--- src/rtl/mem_port_arbiter_pkg.sv ---
// Shared types and constants for the CPU / loader memory port arbiter.
// The FSM encoding and default burst limit live here so the counter and top agree.
package mem_arb_pkg;

    typedef enum logic [1:0] {
        ARB_CPU     = 2'd0,
        ARB_LD      = 2'd1,
        ARB_HOLDOFF = 2'd2
    } arb_state_t;

    localparam int unsigned MAX_BURST_DEFAULT = 4;
    localparam int unsigned CNT_W             = 4;

endpackage

--- src/rtl/mem_port_arbiter_if.sv ---
// Bus bundle between the core, the loader, the external memory and the arbiter.
// slave = arbiter view, master = surrounding system view.
interface mem_port_arbiter_if #(
    parameter int unsigned AW = 8,
    parameter int unsigned DW = 8
);
    logic [AW-1:0] cpu_adr;
    logic          cpu_we;
    logic [DW-1:0] cpu_wdata;
    logic          cpu_boundary;
    logic [DW-1:0] cpu_rdata;
    logic          cpu_stall;

    logic          ld_req;
    logic          ld_we;
    logic [AW-1:0] ld_adr;
    logic [DW-1:0] ld_wdata;
    logic          ld_gnt;
    logic [DW-1:0] ld_rdata;

    logic [AW-1:0] mem_adr;
    logic          mem_we;
    logic [DW-1:0] mem_wdata;
    logic [DW-1:0] mem_rdata;

    logic          owner;

    modport slave (
        input  cpu_adr, cpu_we, cpu_wdata, cpu_boundary,
        input  ld_req, ld_we, ld_adr, ld_wdata,
        input  mem_rdata,
        output cpu_rdata, cpu_stall, ld_gnt, ld_rdata,
        output mem_adr, mem_we, mem_wdata, owner
    );

    modport master (
        output cpu_adr, cpu_we, cpu_wdata, cpu_boundary,
        output ld_req, ld_we, ld_adr, ld_wdata,
        output mem_rdata,
        input  cpu_rdata, cpu_stall, ld_gnt, ld_rdata,
        input  mem_adr, mem_we, mem_wdata, owner
    );

endinterface

--- src/rtl/mem_port_arbiter_burst_counter.sv ---
// Counts granted loader beats; term_o flags the beat that brings the count to MAX_BURST,
// so the FSM can leave the loader state on that same edge.
module burst_counter
    import mem_arb_pkg::*;
#(
    parameter int unsigned MAX_BURST = MAX_BURST_DEFAULT
) (
    input  logic clk_i,
    input  logic rst_ni,
    input  logic en_i,
    input  logic clr_i,
    output logic term_o
);

    logic [CNT_W-1:0] count_q;
    logic [CNT_W-1:0] count_d;

    always_comb begin
        count_d = count_q;
        if (clr_i) begin
            count_d = '0;
        end else if (en_i) begin
            count_d = count_q + CNT_W'(1);
        end
    end

    always_ff @(posedge clk_i or negedge rst_ni) begin
        if (!rst_ni) begin
            count_q <= '0;
        end else begin
            count_q <= count_d;
        end
    end

    assign term_o = en_i && (count_q == CNT_W'(MAX_BURST - 1));

endmodule

--- src/rtl/mem_port_arbiter.sv ---
// Shares the single memory port between the CPU core and a loader master.
// Ownership changes only at instruction boundaries; loader bursts are capped for fairness.
module mem_port_arbiter
    import mem_arb_pkg::*;
#(
    parameter int unsigned AW        = 8,
    parameter int unsigned DW        = 8,
    parameter int unsigned MAX_BURST = MAX_BURST_DEFAULT
) (
    input  logic               ph1,
    input  logic               reset,
    mem_port_arbiter_if.slave  bus
);

    arb_state_t    state_q;
    arb_state_t    state_d;
    logic          owner_q;
    logic [DW-1:0] ld_rdata_q;

    logic          ld_gnt;
    logic          burst_term;
    logic          burst_clr;
    logic [AW-1:0] mux_adr;
    logic [DW-1:0] mux_wdata;
    logic          mux_we;

    assign ld_gnt    = (state_q == ARB_LD) && bus.ld_req;
    assign burst_clr = (state_q == ARB_LD) && (!bus.ld_req || burst_term);

    burst_counter #(
        .MAX_BURST (MAX_BURST)
    ) u_burst_counter (
        .clk_i  (ph1),
        .rst_ni (reset),
        .en_i   (ld_gnt),
        .clr_i  (burst_clr),
        .term_o (burst_term)
    );

    // HOLDOFF always returns to CPU first, so the loader needs a further boundary to re-enter.
    always_comb begin
        state_d = state_q;
        unique case (state_q)
            ARB_CPU: begin
                if (bus.ld_req && bus.cpu_boundary) state_d = ARB_LD;
            end
            ARB_LD: begin
                if (!bus.ld_req)     state_d = ARB_CPU;
                else if (burst_term) state_d = ARB_HOLDOFF;
            end
            ARB_HOLDOFF: begin
                if (bus.cpu_boundary) state_d = ARB_CPU;
            end
            default: state_d = ARB_CPU;
        endcase
    end

    always_ff @(posedge ph1 or negedge reset) begin
        if (!reset) begin
            state_q    <= ARB_CPU;
            owner_q    <= 1'b0;
            ld_rdata_q <= '0;
        end else begin
            state_q <= state_d;
            owner_q <= (state_d == ARB_LD);
            if (ld_gnt && !bus.ld_we) begin
                ld_rdata_q <= bus.mem_rdata;
            end
        end
    end

    // A dropped request in the loader state must not leave a stray write on the port.
    always_comb begin
        mux_adr   = bus.cpu_adr;
        mux_wdata = bus.cpu_wdata;
        mux_we    = bus.cpu_we;
        if (owner_q) begin
            mux_adr   = bus.ld_adr;
            mux_wdata = bus.ld_wdata;
            mux_we    = bus.ld_we && bus.ld_req;
        end
    end

    assign bus.mem_adr   = mux_adr;
    assign bus.mem_wdata = mux_wdata;
    assign bus.mem_we    = mux_we;
    assign bus.cpu_rdata = bus.mem_rdata;
    assign bus.cpu_stall = owner_q;
    assign bus.owner     = owner_q;
    assign bus.ld_gnt    = ld_gnt;
    assign bus.ld_rdata  = ld_rdata_q;

endmodule

--- src/flat_wrapper.sv ---
// flat-port wrapper written by rule: the top's interface ports become plain ports
module mem_port_arbiter_flat import mem_arb_pkg::*;
#(
    parameter int unsigned AW        = 8,
    parameter int unsigned DW        = 8,
    parameter int unsigned MAX_BURST = MAX_BURST_DEFAULT
)
  (ph1, reset, bus_cpu_adr, bus_cpu_we, bus_cpu_wdata, bus_cpu_boundary, bus_ld_req, bus_ld_we, bus_ld_adr, bus_ld_wdata, bus_mem_rdata, bus_cpu_rdata, bus_cpu_stall, bus_ld_gnt, bus_ld_rdata, bus_mem_adr, bus_mem_we, bus_mem_wdata, bus_owner);
  mem_port_arbiter_if #(.AW(AW), .DW(DW)) bus_i ();
  input  logic ph1;
  input  logic reset;
  input wire logic [$bits(bus_i.cpu_adr)-1:0] bus_cpu_adr;
  input wire logic [$bits(bus_i.cpu_we)-1:0] bus_cpu_we;
  input wire logic [$bits(bus_i.cpu_wdata)-1:0] bus_cpu_wdata;
  input wire logic [$bits(bus_i.cpu_boundary)-1:0] bus_cpu_boundary;
  input wire logic [$bits(bus_i.ld_req)-1:0] bus_ld_req;
  input wire logic [$bits(bus_i.ld_we)-1:0] bus_ld_we;
  input wire logic [$bits(bus_i.ld_adr)-1:0] bus_ld_adr;
  input wire logic [$bits(bus_i.ld_wdata)-1:0] bus_ld_wdata;
  input wire logic [$bits(bus_i.mem_rdata)-1:0] bus_mem_rdata;
  output wire logic [$bits(bus_i.cpu_rdata)-1:0] bus_cpu_rdata;
  output wire logic [$bits(bus_i.cpu_stall)-1:0] bus_cpu_stall;
  output wire logic [$bits(bus_i.ld_gnt)-1:0] bus_ld_gnt;
  output wire logic [$bits(bus_i.ld_rdata)-1:0] bus_ld_rdata;
  output wire logic [$bits(bus_i.mem_adr)-1:0] bus_mem_adr;
  output wire logic [$bits(bus_i.mem_we)-1:0] bus_mem_we;
  output wire logic [$bits(bus_i.mem_wdata)-1:0] bus_mem_wdata;
  output wire logic [$bits(bus_i.owner)-1:0] bus_owner;
  assign bus_i.cpu_adr = bus_cpu_adr;
  assign bus_i.cpu_we = bus_cpu_we;
  assign bus_i.cpu_wdata = bus_cpu_wdata;
  assign bus_i.cpu_boundary = bus_cpu_boundary;
  assign bus_i.ld_req = bus_ld_req;
  assign bus_i.ld_we = bus_ld_we;
  assign bus_i.ld_adr = bus_ld_adr;
  assign bus_i.ld_wdata = bus_ld_wdata;
  assign bus_i.mem_rdata = bus_mem_rdata;
  assign bus_cpu_rdata = bus_i.cpu_rdata;
  assign bus_cpu_stall = bus_i.cpu_stall;
  assign bus_ld_gnt = bus_i.ld_gnt;
  assign bus_ld_rdata = bus_i.ld_rdata;
  assign bus_mem_adr = bus_i.mem_adr;
  assign bus_mem_we = bus_i.mem_we;
  assign bus_mem_wdata = bus_i.mem_wdata;
  assign bus_owner = bus_i.owner;
  mem_port_arbiter #(.AW(AW), .DW(DW), .MAX_BURST(MAX_BURST)) u_core (.ph1(ph1), .reset(reset), .bus(bus_i));
endmodule
--- config.mk ---
export PLATFORM = sky130hd
export DESIGN_NAME = mem_port_arbiter_flat
export DESIGN_NICKNAME = d
export VERILOG_FILES = /design/src/rtl/mem_port_arbiter_pkg.sv /design/src/rtl/mem_port_arbiter_if.sv /design/src/rtl/mem_port_arbiter_burst_counter.sv /design/src/rtl/mem_port_arbiter.sv /design/src/flat_wrapper.sv
export SDC_FILE = /design/constraint.sdc
export NUM_CORES = 1
export LEC_CHECK = 0
export CELL_PAD_IN_SITES_DETAIL_PLACEMENT = 0
export CELL_PAD_IN_SITES_GLOBAL_PLACEMENT = 1
export CORE_UTILIZATION = 21
export CTS_CLUSTER_DIAMETER = 200
export DETAILED_ROUTE_END_ITERATION = 6
export GPL_ROUTABILITY_DRIVEN = 0
export PLACE_DENSITY_LB_ADDON = 0.1
export SLEW_MARGIN = 10
export SYNTH_ARGS = -nofsm -noshare
export SYNTH_HDL_FRONTEND = slang
export SYNTH_SLANG_ARGS = --single-unit
--- constraint.sdc ---
create_clock -name ph1 -period 1.46 [get_ports ph1]
set_input_delay 0.219 -clock ph1 [delete_from_list [all_inputs] [get_ports ph1]]
set_output_delay 0.219 -clock ph1 [all_outputs]
set_load 0.02 [all_outputs]
==> results.md <==
- Crit path capture type: output pin
- Worst VDD drop: 462 uV
- Vias in the first global route: 929
- Post-DRT Antenna Nets: 0
- Starting DRT DRC Count: 14
- Hold-fix buffers, CTS: 0
- Die Wd: 68.1 microns
- Post-Syn Instances: between 70 and 80
- Leak: 0.868 nW
- Largest net degree at the start of global routing: 16
- Post-place setup slack: -0.403 ns
- Sink Count: 15
- Setup crit end: bus_mem_adr[3]
- Initial Util: between 20% and 30%
- Layout cells sized above 1: 40.7%
- Failing checks: negative setup slack
- Mean Syn Cell Area: 11.8 sq um
- R2r startpoint: u_core.state_q[1]$_DFF_PN0_
- Clk root buf: clkbuf_8
- Clk_skew: 0.00324 ns
- Area Growth Syn to Fin: 98.4%
- # DRC: 0
- RSZ-0062 raised after global routing: yes
- WP data required: 1.24 ns
- Vias/cell: 4.31
- Setup tns final: -0.968 ns
- Critical Path AT: roughly 1.3 ns
- Status: finished, violations left
- Chip height: 68.1 microns
- R2R Setup Slk: about 0.08 ns
- First-pass GRT wire length: 4140 microns
- Skew-Pair Late Insertion Delay: 0.25 ns
- H-tree Lvls: 1
- Die area: 0.00464 sq mm
- Yosys cell types: 21
- CTS tree: yes
- Startpoint types: flip-flop
- Max Clk Rate: 652 MHz
- Min-delay worst type: primary input to asynchronous set/reset pin
- Fill cells: 419
- Period utilisation layout: 105%
- WL final: approximately 2900 microns
- Final Hold Viols: 0
- Yosys reg bits: 15
- TritonRoute pass-1 iters: 4
- Critical path, cell by cell: buf_6 > mux2_2 > buf_2
- Crit-path max FO: 10
- Worst Slack Setup Final: -0.0736 ns
- Boundary Pins: between 80 and 90
- Clock-pin slew on the worst setup and hold paths: approximately 0.060 ns
- Diode count: 0
- Fin nets: 215
- Critical path startpoint: u_core.bus.cpu_stall$_DFF_PN0_
- Register area share after synthesis: 40.9%
- Core area: 0.00409 sq mm
- Slew of the pin with the lowest slew margin: about 0.27 ns
- Max Cap Viol: 0
- Initial antenna violation count: 0
- Worst setup path category: flip-flop to output pin
- PortBufs: between 80 and 90
- Post-synthesis instance area: 917 sq um
- YS warnings: 0
- GR Overflow Total: 0
- R2R depth: 4
- Reg-to-reg critical path endpoint: u_core.bus.ld_rdata[1]$_DFFE_PN0P_
- Slowest CP cell: dfrtp_4
- Maximum clock path buffer count: 2
- Post-Syn Nets: 125
- Slowest stage delay, CP: 0.41 ns
- Commonest cells after routing, fill and taps aside: 46 x clkdlybuf4s50_1, 25 x mux2_2, 17 x buf_2, 14 x dfrtp_1, 13 x buf_4
- Site row count: 23
- Min Tclk post-route: 1.53 ns
- Setup violators final: 16
- Via count: 935
- PD cells: 1020 mW/mm^2
- Commonest non-fill, non-tap cell in the layout: clkdlybuf4s50_1
- Max-Slew Margin vs Limit: 82.1%
- CTS buffer count: 3
- Dpl hpwl: about 2400 microns
- Slew Limit Fails: 0
- Routed WL per cell: approximately 13 microns
- Gr usage total: 12.1%
## how the worst min path moves through the flow
| stage | start | end | slack (ns) | depth (start not counted) |
|---|---|---|---|---|
| 2_1_floorplan | reset | u_core.bus.cpu_stall$_DFF_PN0_ | -0.08 | 0 |
| 3_3_place_gp | u_core.bus.ld_rdata[1]$_DFFE_PN0P_ | u_core.bus.ld_rdata[1]$_DFFE_PN0P_ | 0.49 | 1 |
| 3_5_place_dp | u_core.bus.ld_rdata[5]$_DFFE_PN0P_ | u_core.bus.ld_rdata[5]$_DFFE_PN0P_ | 0.49 | 1 |
| 4_1_cts | reset | u_core.bus.ld_rdata[4]$_DFFE_PN0P_ | 0.29 | 2 |
| 5_1_grt | reset | u_core.bus.ld_rdata[4]$_DFFE_PN0P_ | 0.29 | 2 |
| 6_report | reset | u_core.bus.ld_rdata[4]$_DFFE_PN0P_ | 0.28 | 2 |
## routing by layer
layer,share of wire (%),up-vias,wire [microns],GRT usage (%)
li1,-,450,-,-
met1,36,453,1030,12.6
met2,58,28,1680,22.5
met3,5.3,4,152,4.33
met4,1.1,0,31,3.13
met5,0,-,0,0
## critical path: cells and delay by family (launching register included)
family / cells / cell delay [ns]
buffers and inverters: 2 / 0.31
flip-flops: 1 / 0.41
multiplexers: 1 / 0.34
## what timing repair did
item,4_1_cts,5_1_grt
endpoints found under the setup margin,37,27
resized for setup,84,12
setup buffers,2,0
pin swaps,0,0
## cells in the mapped netlist, drive strengths merged
library cell / count / share of area [%]
nand3b: 2 / 3.0
nor3b: 1 / 0.82
nor2b: 1 / 0.68
o22ai: 1 / 0.68
a2111oi: 2 / 1.9
o21ai: 1 / 0.55
ha: 1 / 1.4
nand2: 1 / 0.41
mux2: 25 / 31
or2b: 1 / 0.82
nand3: 4 / 2.2
inv: 4 / 1.6
nor2: 3 / 2.0
a21oi: 2 / 1.1
dfrtp: 15 / 41
or4: 1 / 0.82
buf: 11 / 8.5
a22o: 2 / 1.9
## flip-flops by register name, summed over array words and instances (netlist names)
signal / cells
u_core.state_q: 2
u_core.bus.ld_rdata: 8
u_core.u_burst_counter.count_q: 4
u_core.bus.cpu_stall: 1
## layout make-up
cell class / count / area [sq um] / share of cell area, %
tap: 50 / 62.6 / 3.44
timing repair buffer: 96 / 847 / 46.6
clock buffer: 3 / 41.3 / 2.27
sequential: 15 / 379 / 20.8
multi-input combinational: 48 / 469 / 25.8
inverter: 4 / 15.0 / 0.825
clock inverter: 1 / 5.00 / 0.275
## cells by family (layout without fill, tap and decap cells)
family | Yosys count | in the layout | share of synthesized area, %
multiplexers | 25 | 25 | 30.7
flip-flops | 15 | 15 | 40.9
buffers and inverters | 15 | 104 | 10.1
AND/OR/NAND/NOR | 14 | 14 | 10.8
AO/OA/AOI/OAI | 8 | 8 | 6.14
adder cells (fa/ha/maj) | 1 | 1 | 1.36
## stage by stage
stage / util [%] / cell area [sq um] / total power, mW / hold slack, ns / std cells
2_1_floorplan: - / 921 / 1.08 / -0.0766 / 78
3_3_place_gp: 44.3 / 1810 / 1.56 / 0.491 / 211
3_5_place_dp: 44.3 / 1810 / 1.57 / 0.495 / 211
4_1_cts: 43.7 / 1780 / 1.88 / 0.288 / 217
5_1_grt: 44.5 / 1820 / 1.98 / 0.292 / 217
6_report: 44.5 / 1820 / 1.85 / 0.285 / 217
## report_power, final
part	leakage, nW	switching [mW]	total, mW	internal (mW)
logic	0.658	0.399	0.904	0.505
clock network	0.0255	0.152	0.341	0.189
registers	0.184	0.0701	0.606	0.535
total	0.868	0.621	1.85	1.23
No activity file was read; power rests on OpenSTA's default activity.
